<file path="config.mk">
export PLATFORM = sky130hd
export DESIGN_NAME = sram_sp_masked
export DESIGN_NICKNAME = d
export VERILOG_FILES = /design/src/rtl/sram_pkg.sv /design/src/rtl/sram_rd_pipe.sv /design/src/rtl/sram_sp_masked.sv
export SDC_FILE = /design/constraint.sdc
export NUM_CORES = 2
export LEC_CHECK = 0
export CAP_MARGIN = 10
export CORE_UTILIZATION = 63
export DETAILED_ROUTE_END_ITERATION = 12
export PLACE_DENSITY_LB_ADDON = 0.1
export SYNTH_ARGS = -nofsm -noshare
export SYNTH_HDL_FRONTEND = slang
export SYNTH_SLANG_ARGS = --single-unit
</file>
<file path="constraint.sdc">
create_clock -name clock -period 6.55 [get_ports clock]
set_clock_uncertainty 0.15 [all_clocks]
set_input_delay 1.31 -clock clock [delete_from_list [all_inputs] [get_ports clock]]
set_output_delay 1.31 -clock clock [all_outputs]
set_load 0.005 [all_outputs]
</file>
<file path="src/rtl/sram_pkg.sv">
// sram_pkg: shared types and helpers for the masked single-port SRAM model.
//   state_e      - array controller state (init sweep / accepting requests)
//   seg_width    - bits covered by one write-mask segment
//   latency_ok   - legal read-latency range
//   mask_ok      - data width divides evenly into mask segments
package sram_pkg;

  typedef enum logic [0:0] {
    S_INIT  = 1'b0,
    S_READY = 1'b1
  } state_e;

  function automatic int seg_width(input int dw, input int segs);
    return dw / segs;
  endfunction

  function automatic bit latency_ok(input int lat);
    return (lat >= 1) && (lat <= 3);
  endfunction

  function automatic bit mask_ok(input int dw, input int segs);
    return (segs > 0) && ((dw % segs) == 0);
  endfunction

endpackage

</file>
<file path="src/rtl/sram_rd_pipe.sv">
// sram_rd_pipe: read-response pipeline, LAT stages of valid+data.
//   clock, reset      - rising-edge clock, synchronous active-high reset
//   in_valid/in_data  - read data sampled at the fire edge
//   out_valid         - one-cycle pulse per read, LAT cycles after fire
//   out_data          - response data; held (HOLD=1) or zeroed (HOLD=0) when idle
module sram_rd_pipe #(
  parameter int W    = 32,
  parameter int LAT  = 1,
  parameter int HOLD = 1
) (
  input  logic         clock,
  input  logic         reset,
  input  logic         in_valid,
  input  logic [W-1:0] in_data,
  output logic         out_valid,
  output logic [W-1:0] out_data
);

  logic [LAT:1]         vld_pipe;
  logic [LAT:1][W-1:0]  dat_pipe;

  // Data stages load only alongside a valid, so the last stage naturally
  // keeps the most recent response between reads.
  always_ff @(posedge clock) begin
    if (reset) begin
      vld_pipe <= '0;
      dat_pipe <= '0;
    end else begin
      vld_pipe[1] <= in_valid;
      if (in_valid) dat_pipe[1] <= in_data;
      for (int s = 2; s <= LAT; s++) begin
        vld_pipe[s] <= vld_pipe[s-1];
        if (vld_pipe[s-1]) dat_pipe[s] <= dat_pipe[s-1];
      end
    end
  end

  assign out_valid = vld_pipe[LAT];
  assign out_data  = ((HOLD != 0) || vld_pipe[LAT]) ? dat_pipe[LAT] : '0;

endmodule

</file>
<file path="src/rtl/sram_sp_masked.sv">
// sram_sp_masked: single-port synchronous SRAM with per-segment write mask,
// configurable read latency and a self-initialising sweep after reset.
//   clock, reset   - rising-edge clock, synchronous active-high reset
//   req_valid/req_ready, req_write, req_addr, req_wdata, req_wmask
//                  - one request per cycle, fires on valid && ready
//   resp_valid/resp_rdata - read response READ_LATENCY cycles after fire
//   init_done      - sweep finished, array accepting requests
module sram_sp_masked
  import sram_pkg::*;
#(
  parameter int DATA_WIDTH    = 32,
  parameter int DEPTH         = 128,
  parameter int ADDR_WIDTH    = (DEPTH > 1) ? $clog2(DEPTH) : 1,
  parameter int MASK_SEGS     = 4,
  parameter int READ_LATENCY  = 1,
  parameter int HOLD_READ     = 1,
  parameter int INIT_ON_RESET = 1,
  parameter logic [DATA_WIDTH-1:0] INIT_VALUE = '0
) (
  input  logic                  clock,
  input  logic                  reset,
  input  logic                  req_valid,
  output logic                  req_ready,
  input  logic                  req_write,
  input  logic [ADDR_WIDTH-1:0] req_addr,
  input  logic [DATA_WIDTH-1:0] req_wdata,
  input  logic [MASK_SEGS-1:0]  req_wmask,
  output logic                  resp_valid,
  output logic [DATA_WIDTH-1:0] resp_rdata,
  output logic                  init_done
);

  localparam int SEG = seg_width(DATA_WIDTH, MASK_SEGS);
  localparam logic [ADDR_WIDTH:0]   DEPTH_EXT = (ADDR_WIDTH+1)'(DEPTH);
  localparam logic [ADDR_WIDTH-1:0] LAST      = ADDR_WIDTH'(DEPTH - 1);

  if (!latency_ok(READ_LATENCY)) begin : g_bad_latency
    $error("sram_sp_masked: READ_LATENCY must be 1..3");
  end
  if (!mask_ok(DATA_WIDTH, MASK_SEGS)) begin : g_bad_mask
    $error("sram_sp_masked: DATA_WIDTH must divide evenly by MASK_SEGS");
  end

  logic [DATA_WIDTH-1:0] mem [DEPTH];
  state_e                state;
  logic [ADDR_WIDTH-1:0] cnt;
  logic                  fire, wr_fire, rd_fire, addr_oor;
  logic [DATA_WIDTH-1:0] rd_data;

  // Init sweep: one word per cycle, hand over to READY after the last word.
  always_ff @(posedge clock) begin
    if (reset) begin
      cnt   <= '0;
      state <= (INIT_ON_RESET != 0) ? S_INIT : S_READY;
    end else if (state == S_INIT) begin
      cnt <= cnt + 1'b1;
      if (cnt == LAST) state <= S_READY;
    end
  end

  assign req_ready = (state == S_READY);
  assign init_done = req_ready;

  // Only reachable for non-power-of-two depths.
  assign addr_oor = ({1'b0, req_addr} >= DEPTH_EXT);
  assign fire     = req_valid && req_ready;
  assign wr_fire  = fire && req_write;
  assign rd_fire  = fire && !req_write;

  // Storage has no reset of its own; contents are only rewritten by the sweep.
  always_ff @(posedge clock) begin
    if (!reset) begin
      if (state == S_INIT) begin
        mem[cnt] <= INIT_VALUE;
      end else if (wr_fire && !addr_oor) begin
        for (int i = 0; i < MASK_SEGS; i++)
          if (req_wmask[i]) mem[req_addr][i*SEG +: SEG] <= req_wdata[i*SEG +: SEG];
      end
    end
  end

  always_comb begin
    rd_data = '0;
    if (!addr_oor) rd_data = mem[req_addr];
  end

  always_ff @(posedge clock) begin
    if (!reset && fire)
      assert (!addr_oor)
        else $warning("sram_sp_masked: out-of-range access to address %0d", req_addr);
  end

  sram_rd_pipe #(
    .W    (DATA_WIDTH),
    .LAT  (READ_LATENCY),
    .HOLD (HOLD_READ)
  ) u_rd_pipe (
    .clock     (clock),
    .reset     (reset),
    .in_valid  (rd_fire),
    .in_data   (rd_data),
    .out_valid (resp_valid),
    .out_data  (resp_rdata)
  );

endmodule

</file>
==> flow_results.xml <==
<?xml version="1.0" encoding="UTF-8"?>
<metrics>
  <group name="sta">
    <metric name="final-setup-viol-count" unit="">0</metric>
    <metric name="relSlewSlack" unit="%">7.53</metric>
    <metric name="grt_setup_unrepaired" unit="">false</metric>
    <metric name="worst_slew_pin_slew" unit="ns">1.38</metric>
    <metric name="period_needed" unit="ns">5.23</metric>
    <metric name="report.final.hold_viol_count" unit="">0</metric>
    <metric name="period_share" unit="%">79.9</metric>
    <metric name="setup_tns" unit="ns">0</metric>
    <metric name="fmax" unit="MHz">191</metric>
    <metric name="final_max_slew_violation_count" unit="">0</metric>
    <metric name="setup_ws" unit="ns">1.32</metric>
  </group>
  <group name="logic_synthesis">
    <metric name="postSynth.topFlopCell" unit="">edfxtp_1</metric>
    <metric name="yosysUniqueCellTypes" unit="">67</metric>
    <metric name="post_synth_instance_area" unit="µm²">160000</metric>
    <metric name="ys.warnings.count" unit="">0</metric>
    <metric name="avgSynthCellArea" unit="µm²">21.0</metric>
    <metric name="synth-edff-count" unit="">4096</metric>
    <metric name="number_of_standard_cells_after_synthesis" unit="">7634</metric>
    <metric name="synth.ff_latch_count" unit="">4137</metric>
    <metric name="postSynth.asyncResetShare" unit="%">0</metric>
    <metric name="synth_seq_area_share" unit="%">77.3</metric>
    <metric name="postSynthNetCount" unit="">7682</metric>
  </group>
  <group name="route">
    <metric name="postRouteWirelength" unit="µm">434000</metric>
    <metric name="drtAntennaViolNets" unit="">0</metric>
    <metric name="drt_drc_violations_left" unit="">0</metric>
    <metric name="vias_after_detailed_routing" unit="">82900</metric>
    <metric name="detail_route.vias_per_cell" unit="">7.06</metric>
    <metric name="drt_first_pass_iters" unit="">6</metric>
    <metric name="drt-wirelength-per-cell" unit="µm">37.0</metric>
    <metric name="detailedRoute.firstIterationViolations" unit="">12300</metric>
  </group>
  <group name="place">
    <metric name="final_gp_congestion" unit="">0.879</metric>
    <metric name="hpwl" unit="µm">266000</metric>
    <metric name="io_buffers" unit="">81</metric>
    <metric name="preCtsSetupSlack" unit="ns">0.569</metric>
    <metric name="place.detailed.instances" unit="">11000</metric>
  </group>
  <group name="hold_path">
    <metric name="worst_min_delay_path_startpoint" unit="">u_rd_pipe.out_data[29]$_SDFFE_PP0P_</metric>
    <metric name="timing.hold.worst_path_depth" unit="">2</metric>
    <metric name="min_delay_worst_endpoint" unit="">u_rd_pipe.out_data[29]$_SDFFE_PP0P_</metric>
    <metric name="holdCritPathClass" unit="">register to register</metric>
  </group>
  <group name="clock_network">
    <metric name="cts_buffer_depth" unit="">4</metric>
    <metric name="clockRootBuffer" unit="">clkbuf_16</metric>
    <metric name="tritoncts" unit="">built</metric>
    <metric name="cts_setup_buffers" unit="">0</metric>
    <metric name="cts_repair_resize_count" unit="">0</metric>
    <metric name="number_of_h_tree_levels" unit="">5</metric>
    <metric name="worst_skew_pair_latency" unit="ns">0.99</metric>
    <metric name="tritoncts.num_buffers" unit="">408</metric>
    <metric name="postCtsHoldBufs" unit="">0</metric>
    <metric name="cts_sinks" unit="">4137</metric>
    <metric name="clkSlewWorstSetupHoldPaths" unit="ns">0.06</metric>
  </group>
  <group name="critical_path">
    <metric name="kind_of_end_point_of_the_critical_path" unit="">register</metric>
    <metric name="critPathArrivalTime" unit="ns">5.72</metric>
    <metric name="endpoint_of_the_worst_register_to_register_path" unit="">mem[5][30]$_DFFE_PP_</metric>
    <metric name="timing.setup.critical_path_class" unit="">input pin to register</metric>
    <metric name="required" unit="ns">7.03</metric>
    <metric name="path_max_fanout" unit="">23</metric>
    <metric name="startpoint_type" unit="">input pin</metric>
    <metric name="ff2ff_path_depth" unit="">7</metric>
    <metric name="worstReg2RegStart" unit="">init_done$_SDFF_PP0_</metric>
    <metric name="rrSetupSlack" unit="ns">1.92</metric>
  </group>
  <group name="grt">
    <metric name="wire_length_of_the_first_global_routing_pass" unit="µm">613000</metric>
    <metric name="grt_pass1_vias" unit="">82000</metric>
    <metric name="grt_antenna_before_repair" unit="">30</metric>
    <metric name="largest_net_degree_at_the_start_of_global_routing" unit="">129</metric>
    <metric name="grt_remaining_overflow" unit="">0</metric>
    <metric name="grt_use_total" unit="%">34.4</metric>
  </group>
  <group name="power">
    <metric name="total_power" unit="mW">53.6</metric>
    <metric name="p_leak" unit="nW">63.0</metric>
    <metric name="ir_drop" unit="mV">0.259</metric>
    <metric name="pwr_density_cell" unit="nW/µm²">298</metric>
  </group>
  <group name="die">
    <metric name="top_level_ports" unit="">82</metric>
    <metric name="die_boundary_height" unit="µm">506</metric>
    <metric name="die_w" unit="µm">506</metric>
    <metric name="design.die.area" unit="µm²">256000</metric>
    <metric name="core_box_area" unit="µm²">252000</metric>
    <metric name="floorplan.rows" unit="">184</metric>
    <metric name="floorplan.initialDensity" unit="%">63.5</metric>
  </group>
  <group name="final_layout">
    <metric name="area.growth.synth_to_final" unit="%">12.3</metric>
    <metric name="drive_gt1_share" unit="%">24.1</metric>
    <metric name="design.final.nets" unit="">8103</metric>
    <metric name="layoutNonFillerInstCount" unit="">11700</metric>
  </group>
  <group name="flow_run">
    <metric name="maxCapViolations" unit="">0</metric>
  </group>
  <group name="status">
    <metric name="status" unit="">finished clean</metric>
  </group>
</metrics>
## stage by stage
stage                     hold slack, ns  util [%]  area (µm²)
after global routing               0.413      71.3      180000
after floorplan                    0.300         -      160000
after CTS                          0.377      71.3      180000
after detailed placement           0.362      66.2      167000
after global placement             0.359      66.2      167000
final                              0.374      71.3      180000
## per-layer routing
metal,track usage [%],part of all wire [%],routed length [µm],up-vias
li1,-,-,-,32700
met1,48.6,36,156000,43500
met2,52.3,47,204000,5700
met3,8.27,12,53700,932
met4,14.5,4.8,20800,20
met5,0,0.032,137,-
## cell type report
cell class / count / area (µm²)
flip-flops and latches: 4137 / 124000
fillers: 14700 / 72200
multi-input cells: 3041 / 34400
clock buffers: 503 / 10800
repair buffers: 462 / 4500
well taps: 3348 / 4190
clock inverters: 229 / 2120
diodes: 15 / 37.5
inverters: 5 / 30.0
## sequential cells by signal (all words and copies together) (netlist names)
name	cells
u_rd_pipe.out_data	32
cnt	7
mem	4096
u_rd_pipe.out_valid	1
init_done	1
## power by group
part	internal, mW	total (mW)	switching [mW]
clock	13.2	22.9	9.73
sequential	28.7	28.7	0.0127
combinational	0.711	2.06	1.35
total	42.5	53.6	11.1
## critical path: stages
cell,delay (ns)
clkdlybuf4s50_1,0.44
nor4_1,1.03
buf_4,0.29
nor2_4,0.13
buf_4,0.27
o21ai_1,1.07
nand2_1,0.45
nor2_1,0.72
## synthesized netlist by cell type (6+ instances only)
cell	instances	area (µm²)
edfxtp_1	4096	123000
mux4_2	953	21500
nor2_1	589	2210
mux2i_1	273	2730
nand2_1	258	968
clkbuf_1	186	698
a22oi_1	182	1370
nand3_1	141	706
buf_2	136	681
a21oi_1	76	380
buf_4	71	533
o21ai_0	66	330
and2_1	53	332
o22ai_1	50	313
dfxtp_1	41	821
o211ai_1	39	293
a221oi_1	36	315
o221ai_1	33	289
buf_1	32	120
a211oi_1	31	233
o31ai_1	29	218
buf_6	26	293
a31oi_1	25	156
a22o_1	20	175
a311oi_1	14	123
nand4_1	14	87.6
nor4_1	13	81.3
o31a_1	12	105
mux2_2	11	124
nand2b_1	11	68.8
nor2b_1	10	62.6
and3_1	9	56.3
a211o_1	6	52.6
a221o_1	6	60.1
nor3_1	6	30.0
o221a_2	6	67.6
o41ai_1	6	52.6
or3b_1	6	52.6
## cells by family (layout without fill, tap and decap cells)
kind of cell	after synthesis	in the layout	synth area share, %
buffers and inverters	456	1199	1.46
flip-flops	4137	4137	77.3
multiplexers	1237	1237	15.2
adder cells (fa/ha/maj)	1	1	0.00781
AND/OR/NAND/NOR	1134	1134	3.02
other	0	15	0
AO/OA/AOI/OAI	664	664	2.97
XOR/XNOR	5	5	0.0273
## how the worst max path moves through the flow
stage | startpoint | endpoint | slack (ns)
floorplan | reset | mem[0][10]$_DFFE_PP_ | 1.43
CTS | req_wmask[0] | mem[5][30]$_DFFE_PP_ | 1.64
finish | req_wmask[0] | mem[5][30]$_DFFE_PP_ | 1.32
global placement | req_wmask[0] | mem[100][30]$_DFFE_PP_ | 0.58
global route | req_wmask[0] | mem[5][17]$_DFFE_PP_ | 1.42
detailed placement | req_wmask[0] | mem[5][30]$_DFFE_PP_ | 0.57
## layout by cell type, fill, tap and decap left out, types with 14 or more instances in the layout
cell / count
and2_4: 33
buf_4: 316
nand2_1: 250
o31ai_1: 21
o21ai_0: 65
clkinv_1: 83
clkdlybuf4s50_1: 75
clkbuf_16: 414
a221oi_1: 36
nand4_1: 14
a311oi_1: 14
a21oi_1: 71
mux4_2: 953
a22o_1: 20
a22oi_1: 182
mux2i_1: 273
nand3_1: 141
buf_12: 65
o22ai_1: 50
edfxtp_1: 4096
a211oi_1: 31
and2_1: 18
dfxtp_1: 41
a31oi_1: 25
diode_2: 15
o211ai_1: 39
bufinv_16: 39
clkinv_2: 79
clkbuf_1: 82
o221ai_1: 33
clkinvlp_4: 19
nor2_1: 582
Power figures use the tool's default switching activity.
